### src/rtl/uart_rx_sipo.sv
// UART receiver: 2-flop synchronized serial input, 8 data bits LSB first, one parity bit, one stop bit.
// Samples are taken mid-bit using an oversampling tick counter running on baud_clk.
module uart_rx_sipo #(
  parameter int unsigned OVERSAMPLE = 16,
  parameter bit          PARITY_ODD = 1'b0
) (
  input  logic       baud_clk,
  input  logic       rst_n,
  input  logic       data_rx,
  output logic [7:0] data_out,
  output logic       rx_valid,
  output logic       parity_err,
  output logic       frame_err,
  output logic       active_flag,
  output logic       done_flag
);

  localparam int unsigned TickW = (OVERSAMPLE > 1) ? $clog2(OVERSAMPLE) : 1;
  localparam logic [TickW-1:0] TickLast = TickW'(OVERSAMPLE - 1);
  localparam logic [TickW-1:0] TickMid  = TickW'(OVERSAMPLE / 2 - 1);

  typedef enum logic [2:0] {
    StIdle,
    StStart,
    StData,
    StParity,
    StStop
  } state_e;

  state_e           r_state, w_state_d;
  logic             r_sync1, r_rx_s;
  logic             r_armed, w_armed_d;
  logic [TickW-1:0] r_tick, w_tick_d;
  logic [2:0]       r_bit_idx, w_bit_idx_d;
  logic [7:0]       r_shift, w_shift_d;
  logic             r_par, w_par_d;
  logic [7:0]       r_data, w_data_d;
  logic             r_valid, w_valid_d;
  logic             r_perr, w_perr_d;
  logic             r_ferr, w_ferr_d;
  logic             w_tick_last;
  logic [TickW-1:0] w_tick_inc;

  assign w_tick_last = (r_tick == TickLast);
  assign w_tick_inc  = w_tick_last ? '0 : r_tick + 1'b1;

  always_ff @(posedge baud_clk or negedge rst_n) begin
    if (!rst_n) begin
      r_sync1   <= 1'b1;
      r_rx_s    <= 1'b1;
      r_state   <= StIdle;
      r_armed   <= 1'b1;
      r_tick    <= '0;
      r_bit_idx <= '0;
      r_shift   <= '0;
      r_par     <= 1'b0;
      r_data    <= '0;
      r_valid   <= 1'b0;
      r_perr    <= 1'b0;
      r_ferr    <= 1'b0;
    end else begin
      r_sync1   <= data_rx;
      r_rx_s    <= r_sync1;
      r_state   <= w_state_d;
      r_armed   <= w_armed_d;
      r_tick    <= w_tick_d;
      r_bit_idx <= w_bit_idx_d;
      r_shift   <= w_shift_d;
      r_par     <= w_par_d;
      r_data    <= w_data_d;
      r_valid   <= w_valid_d;
      r_perr    <= w_perr_d;
      r_ferr    <= w_ferr_d;
    end
  end

  always_comb begin
    w_state_d   = r_state;
    w_armed_d   = r_armed;
    w_tick_d    = r_tick;
    w_bit_idx_d = r_bit_idx;
    w_shift_d   = r_shift;
    w_par_d     = r_par;
    w_data_d    = r_data;
    w_valid_d   = 1'b0;
    w_perr_d    = r_perr;
    w_ferr_d    = r_ferr;

    unique case (r_state)
      StIdle: begin
        w_tick_d = '0;
        if (r_rx_s) begin
          w_armed_d = 1'b1;
        end else if (r_armed) begin
          w_state_d = StStart;
        end
      end

      StStart: begin
        w_tick_d = r_tick + 1'b1;
        if (r_tick == TickMid) begin
          w_tick_d = '0;
          if (r_rx_s) begin
            w_state_d = StIdle;
          end else begin
            w_state_d   = StData;
            w_bit_idx_d = '0;
          end
        end
      end

      StData: begin
        w_tick_d = w_tick_inc;
        if (w_tick_last) begin
          w_shift_d   = {r_rx_s, r_shift[7:1]};
          w_bit_idx_d = r_bit_idx + 3'd1;
          if (r_bit_idx == 3'd7) begin
            w_state_d = StParity;
          end
        end
      end

      StParity: begin
        w_tick_d = w_tick_inc;
        if (w_tick_last) begin
          w_par_d   = r_rx_s;
          w_state_d = StStop;
        end
      end

      StStop: begin
        w_tick_d = w_tick_inc;
        if (w_tick_last) begin
          w_data_d  = r_shift;
          w_perr_d  = r_par ^ (^r_shift) ^ PARITY_ODD;
          w_ferr_d  = ~r_rx_s;
          w_valid_d = 1'b1;
          // A low stop bit may be a line break: wait for idle-high before rearming.
          if (!r_rx_s) begin
            w_armed_d = 1'b0;
          end
          w_state_d = StIdle;
        end
      end

      default: begin
        w_state_d = StIdle;
        w_tick_d  = '0;
      end
    endcase
  end

  assign data_out    = r_data;
  assign rx_valid    = r_valid;
  assign parity_err  = r_perr;
  assign frame_err   = r_ferr;
  assign active_flag = (r_state != StIdle);
  assign done_flag   = (r_state == StIdle) && r_armed;

endmodule
### config.mk
export PLATFORM = sky130hd
export DESIGN_NAME = uart_rx_sipo
export DESIGN_NICKNAME = d
export VERILOG_FILES = /design/src/rtl/uart_rx_sipo.sv
export SDC_FILE = /design/constraint.sdc
export NUM_CORES = 1
export LEC_CHECK = 0
export BUFFER_PORTS_ARGS = -buffer_cell sky130_fd_sc_hd__buf_2
export CORE_MARGIN = 2
export CORE_UTILIZATION = 61
export CTS_CLUSTER_SIZE = 8
export DETAILED_ROUTE_END_ITERATION = 8
export PLACE_DENSITY = 0.79
export REMOVE_ABC_BUFFERS = 1
export SYNTH_ARGS = -nofsm -noshare
export SYNTH_HDL_FRONTEND = slang
export SYNTH_SLANG_ARGS = --single-unit
### constraint.sdc
create_clock -name baud_clk -period 2.71 [get_ports baud_clk]
set_input_delay 0.542 -clock baud_clk [delete_from_list [all_inputs] [get_ports baud_clk]]
set_output_delay 0.542 -clock baud_clk [all_outputs]
set_load 0.03 [all_outputs]
# After elaboration in Yosys (flattened, before gate mapping)
# Cells that the tools add are included.
# Widths: inputs -> output; s select.
dict set report totals {
  ff_bits 33
  inputBits 3
  output_inout_bits 13
  wordCells 68
}
dict set report classes {
  add_sub_neg 2
  n_eq_ne 17
  mux 22
  bitwise 2
  reduce_logical 13
}
# cell n
set ops {}
lappend ops {{$mux 3} 10}
lappend ops {{$ne 2x2->1 const B} 10}
lappend ops {{$pmux 3 s5} 1}
lappend ops {{$mux 4} 2}
lappend ops {{$pmux 4 s2} 1}
lappend ops {{$reduce_and 4->1} 2}
lappend ops {{$reduce_xor 8->1} 1}
lappend ops {{$reduce_and 7->1} 1}
lappend ops {{$eq 3x2->1 const B} 2}
lappend ops {{$eq 3x3->1 const B} 2}
lappend ops {{$pmux 3 s2} 1}
lappend ops {{$reduce_and 2->1} 3}
lappend ops {{$mux 1} 5}
lappend ops {{$add 4x1->4 const B} 1}
lappend ops {{$eq 4x3->1 const B} 1}
lappend ops {{$eq 4x4->1 const B} 1}
lappend ops {{$reduce_bool 2->1} 2}
lappend ops {{$add 3x1->3 const B} 1}
lappend ops {{$eq 3x1->1 const B} 1}
lappend ops {{$logic_not 3->1} 1}
lappend ops {{$reduce_bool 3->1} 1}
lappend ops {{$reduce_or 3->1} 1}
lappend ops {{$mux 2} 1}
lappend ops {{$pmux 1 s2} 1}
lappend ops {{3 further kinds} 3}

# Logic depth before layout (Yosys ltp)
dict set report depth {
  ltp_word 4
  ltp_mapped 6
  mapped_depth_nobuf 5
}

# Least setup slack after synthesis
# Ideal clock, no wire load.
dict set report synth_path {
  path_type {register to output}
  from {reg r_state[1]}
  to {out done_flag}
  arrival_ns 1.048
  required_ns 2.168
  slack_ns 1.120
  stages_incl_launch_ff 4
  n_path_buf 1
  path_cell_list {dfrtp_1 > buf_6 > nor3_1 > and2_1}
}
dict set report synth_via {
  elab_chain_cells 2
}
# item line
set synth_lines {}
lappend synth_lines {{start, declared} 30} ;# state_e r_state, w_state_d;
lappend synth_lines {{start signal, assigned} 51} ;# r_state <= StIdle;
lappend synth_lines {{start signal, assigned} 64} ;# r_state <= w_state_d;
lappend synth_lines {{$logic_not 3->1} 158} ;# assign done_flag = (r_state == StIdle) && r_armed;
lappend synth_lines {{$logic_and 1x1->1} 158}
lappend synth_lines {{end, declared} 15} ;# output logic done_flag
# Every way passes these cells.

# Final worst setup path
# Ends and elaborated chain as after synthesis.

==> impl_metrics.py <==
metrics = {
    "die": {
        "initial_core_util_pct": 65.32,
        "dieArea_mm2": 0.002823,
        "fp.dieW_um": 53.14,
        "core-area_mm2": 0.002255,
        "ioPinCount": 16,
        "rows": 17,
        "die_h_um": 53.14,
    },
    "layout": {
        "final_area_mm2": 0.001612,
        "fin_cells": 158,
        "drive_gt1_share_pct": 36.15,
        "synthToLayoutAreaGrowth_pct": 9.431,
        "antenna_cells": 0,
        "fin_nets": 136,
        "post-route-util_pct": 71.48,
    },
    "cts": {
        "cts_hold_buffers": 0,
        "path_clk_slew_ns": 0.11,
        "insertion_delay_ns": 0.33,
        "post_cts_resized": 0,
        "cts.path.max_buffers": 2,
        "numClockSinks": 33,
        "cts-root-buf": "clkbuf_4",
        "h-tree-depth": 2,
        "post-cts-setup-buffers": 0,
        "cts-buffers-inserted": 5,
        "tritoncts": "built",
    },
    "global_routing": {
        "grt_max_degree": 34,
        "antenna_found_initial": 0,
        "track_usage_pct": 21.45,
        "grt_pass1_wl_mm": 4.002,
        "grt_pass1_vias": 828,
        "gr-total-overflow": 0,
    },
    "sta": {
        "finClkSkew_ns": 0.01561,
        "finalHoldViolCount": 0,
        "fmax_mhz": 494.0,
        "tightest_slew_ns": 0.7255,
        "grt_setup_unrepaired": "false",
        "max-slew-margin-rel_pct": 51.64,
        "hold_slack_ns": 0.2558,
        "slew_violations": 0,
        "finalCriticalPeriod_ns": 2.024,
        "finalCritPeriodShare_pct": 74.70,
        "fin_setup_tns_ns": 0,
        "setup_viol": 0,
        "setup_slack_ns": 0.6857,
    },
    "setup_path": {
        "regToRegSetupSlack_ns": 1.02,
        "worstPathRequired_ns": 2.17,
        "crit_type": "register to output pin",
        "slowest_stage": "dfrtp_1",
        "r2r_cells": 4,
        "start_kind": "register",
        "reg2reg_to": "data_out[5]$_DFFE_PN0P_",
        "crit_arrival_ns": 1.48,
        "cp_cell_sequence": "nor3_1 > and2_1 > buf_2",
        "cp-endpoint": "done_flag",
        "cp-end-kind": "output pin",
        "r2r-start": "r_tick[0]$_DFF_PN0_",
        "cp_max_fo": 9,
        "slowest_delay_ns": 0.49,
        "startpoint": "r_state[1]$_DFFE_PN0P_",
    },
    "placed_design": {
        "place_inst": 151,
        "pre_cts_ws_ns": 1.026,
        "placed_area_mm2": 0.001556,
        "gp_congestion": 0.8588,
        "dp_hpwl_mm": 1.581,
        "numPortBuffers": 15,
    },
    "yosys": {
        "synth_area_mm2": 0.001473,
        "avgSynthCellArea_um2": 13.15,
        "netlist_instances": 112,
        "ys.warnings.count": 0,
        "ys_seq_elements": 33,
        "synth.distinct_cells": 28,
        "seq_area_frac_synth_pct": 56.33,
    },
    "pwr": {
        "power.density_mw_per_mm2": 605.5,
        "p_total_mw": 0.9758,
        "leakagePower_nw": 0.8672,
        "ir_worst_vdd_mv": 0.4763,
    },
    "run_status": {
        "status": "completed",
    },
    "route": {
        "drc_errors": 0,
        "first_pass_iters": 4,
        "ant_nets": 0,
        "wire_per_inst_um": 14.82,
        "first_iter_violations": 6,
        "drt_wl_total_mm": 2.342,
        "dr_total_vias": 846,
        "vias_per_cell": 5.354,
    },
    "flow_run": {
        "maxCapViolations": 0,
    },
    "worst_hold_path": {
        "worstHoldPathType": "input port to asynchronous set/reset pin",
    },
}
## cell families after synthesis
family / Yosys count / share of synthesized area (%)
flip-flops: 33 / 56.33
AND/OR/NAND/NOR: 28 / 10.54
adder cells (fa/ha/maj): 3 / 2.549
XOR/XNOR: 10 / 6.881
multiplexers: 19 / 15.80
buffers and inverters: 8 / 3.058
AO/OA/AOI/OAI: 11 / 4.844
## sequential cells by signal, summed over array words and instances, names as in the netlist
register / cells
r_par: 1
r_armed: 1
frame_err: 1
r_state: 3
rx_valid: 1
r_shift: 8
r_rx_s: 1
r_sync1: 1
parity_err: 1
r_bit_idx: 3
r_tick: 4
data_out: 8
## cell usage after synthesis (all sizes together)
| master | count | area [µm²] |
|---|---|---|
| xnor3 | 1 | 22.52 |
| mux2 | 19 | 232.7 |
| or3 | 1 | 11.26 |
| nor2 | 6 | 22.52 |
| xnor2 | 5 | 43.79 |
| dfrtp | 30 | 750.7 |
| and3 | 1 | 6.260 |
| o21ai | 6 | 30.03 |
| xor2 | 4 | 35.03 |
| nand2 | 6 | 22.52 |
| inv | 3 | 11.26 |
| nand3 | 4 | 25.02 |
| and2 | 3 | 18.77 |
| a22oi | 1 | 7.510 |
| nor4b | 1 | 15.01 |
| nand2b | 1 | 6.260 |
| nor3 | 4 | 20.02 |
| a31oi | 1 | 6.260 |
| nor3b | 1 | 7.510 |
| buf | 5 | 33.78 |
| dfstp | 3 | 78.83 |
| a22o | 2 | 17.52 |
| ha | 3 | 37.54 |
| o211a | 1 | 10.01 |
## cells in the final DEF (no fill, tap or decap), types with 2 or more instances in the layout
cell,n
nand2_1,6
o21ai_0,6
nor3_1,4
buf_2,15
ha_1,3
dfrtp_1,30
clkbuf_4,5
and2_1,3
inv_1,3
nor2_1,6
a22o_1,2
xor2_1,4
mux2_2,14
nand3_1,3
mux2_4,5
xnor2_1,5
dfstp_2,3
## layout make-up
cell class	instances	area, µm²
fill	165	643.1
clock buffer	7	55.05
tap	28	35.03
timing repair buffer	16	82.58
multi-input combinational	71	598.1
inverter	3	11.26
sequential	33	829.5
## worst min-delay path by stage
stage | to | slack, ns | cells after the start
global route | r_sync1$_DFF_PN1_ | 0.28 | 1
floorplan | data_out[0]$_DFFE_PN0P_ | 0.25 | 0
global placement | r_rx_s$_DFF_PN1_ | 0.35 | 0
finish | frame_err$_DFFE_PN0P_ | 0.26 | 1
CTS | frame_err$_DFFE_PN0P_ | 0.27 | 1
detailed placement | r_rx_s$_DFF_PN1_ | 0.35 | 0
## power by group
part	switching, mW	internal, mW
clock	0.155	0.122
combinational	0.0911	0.0601
sequential	0.0289	0.518
## layer usage
| layer | routed length [µm] | share of wire (%) | track usage, % | vias up |
|---|---|---|---|---|
| met5 | 0 | 0 | 0 | - |
| met4 | 30 | 1.3 | 8.974 | 0 |
| met3 | 83 | 3.5 | 8.475 | 4 |
| met2 | 1077 | 46 | 30.83 | 18 |
| met1 | 1151 | 49 | 28.90 | 406 |
| li1 | - | - | - | 418 |
## worst max-delay path, delay by kind of cell (launching register included)
kind	cells	cell delay (ns)
DFF	1	0.49
and+or+nand+nor	2	0.48
buffers and inverters	1	0.18
Power figures use the tool's default switching activity.
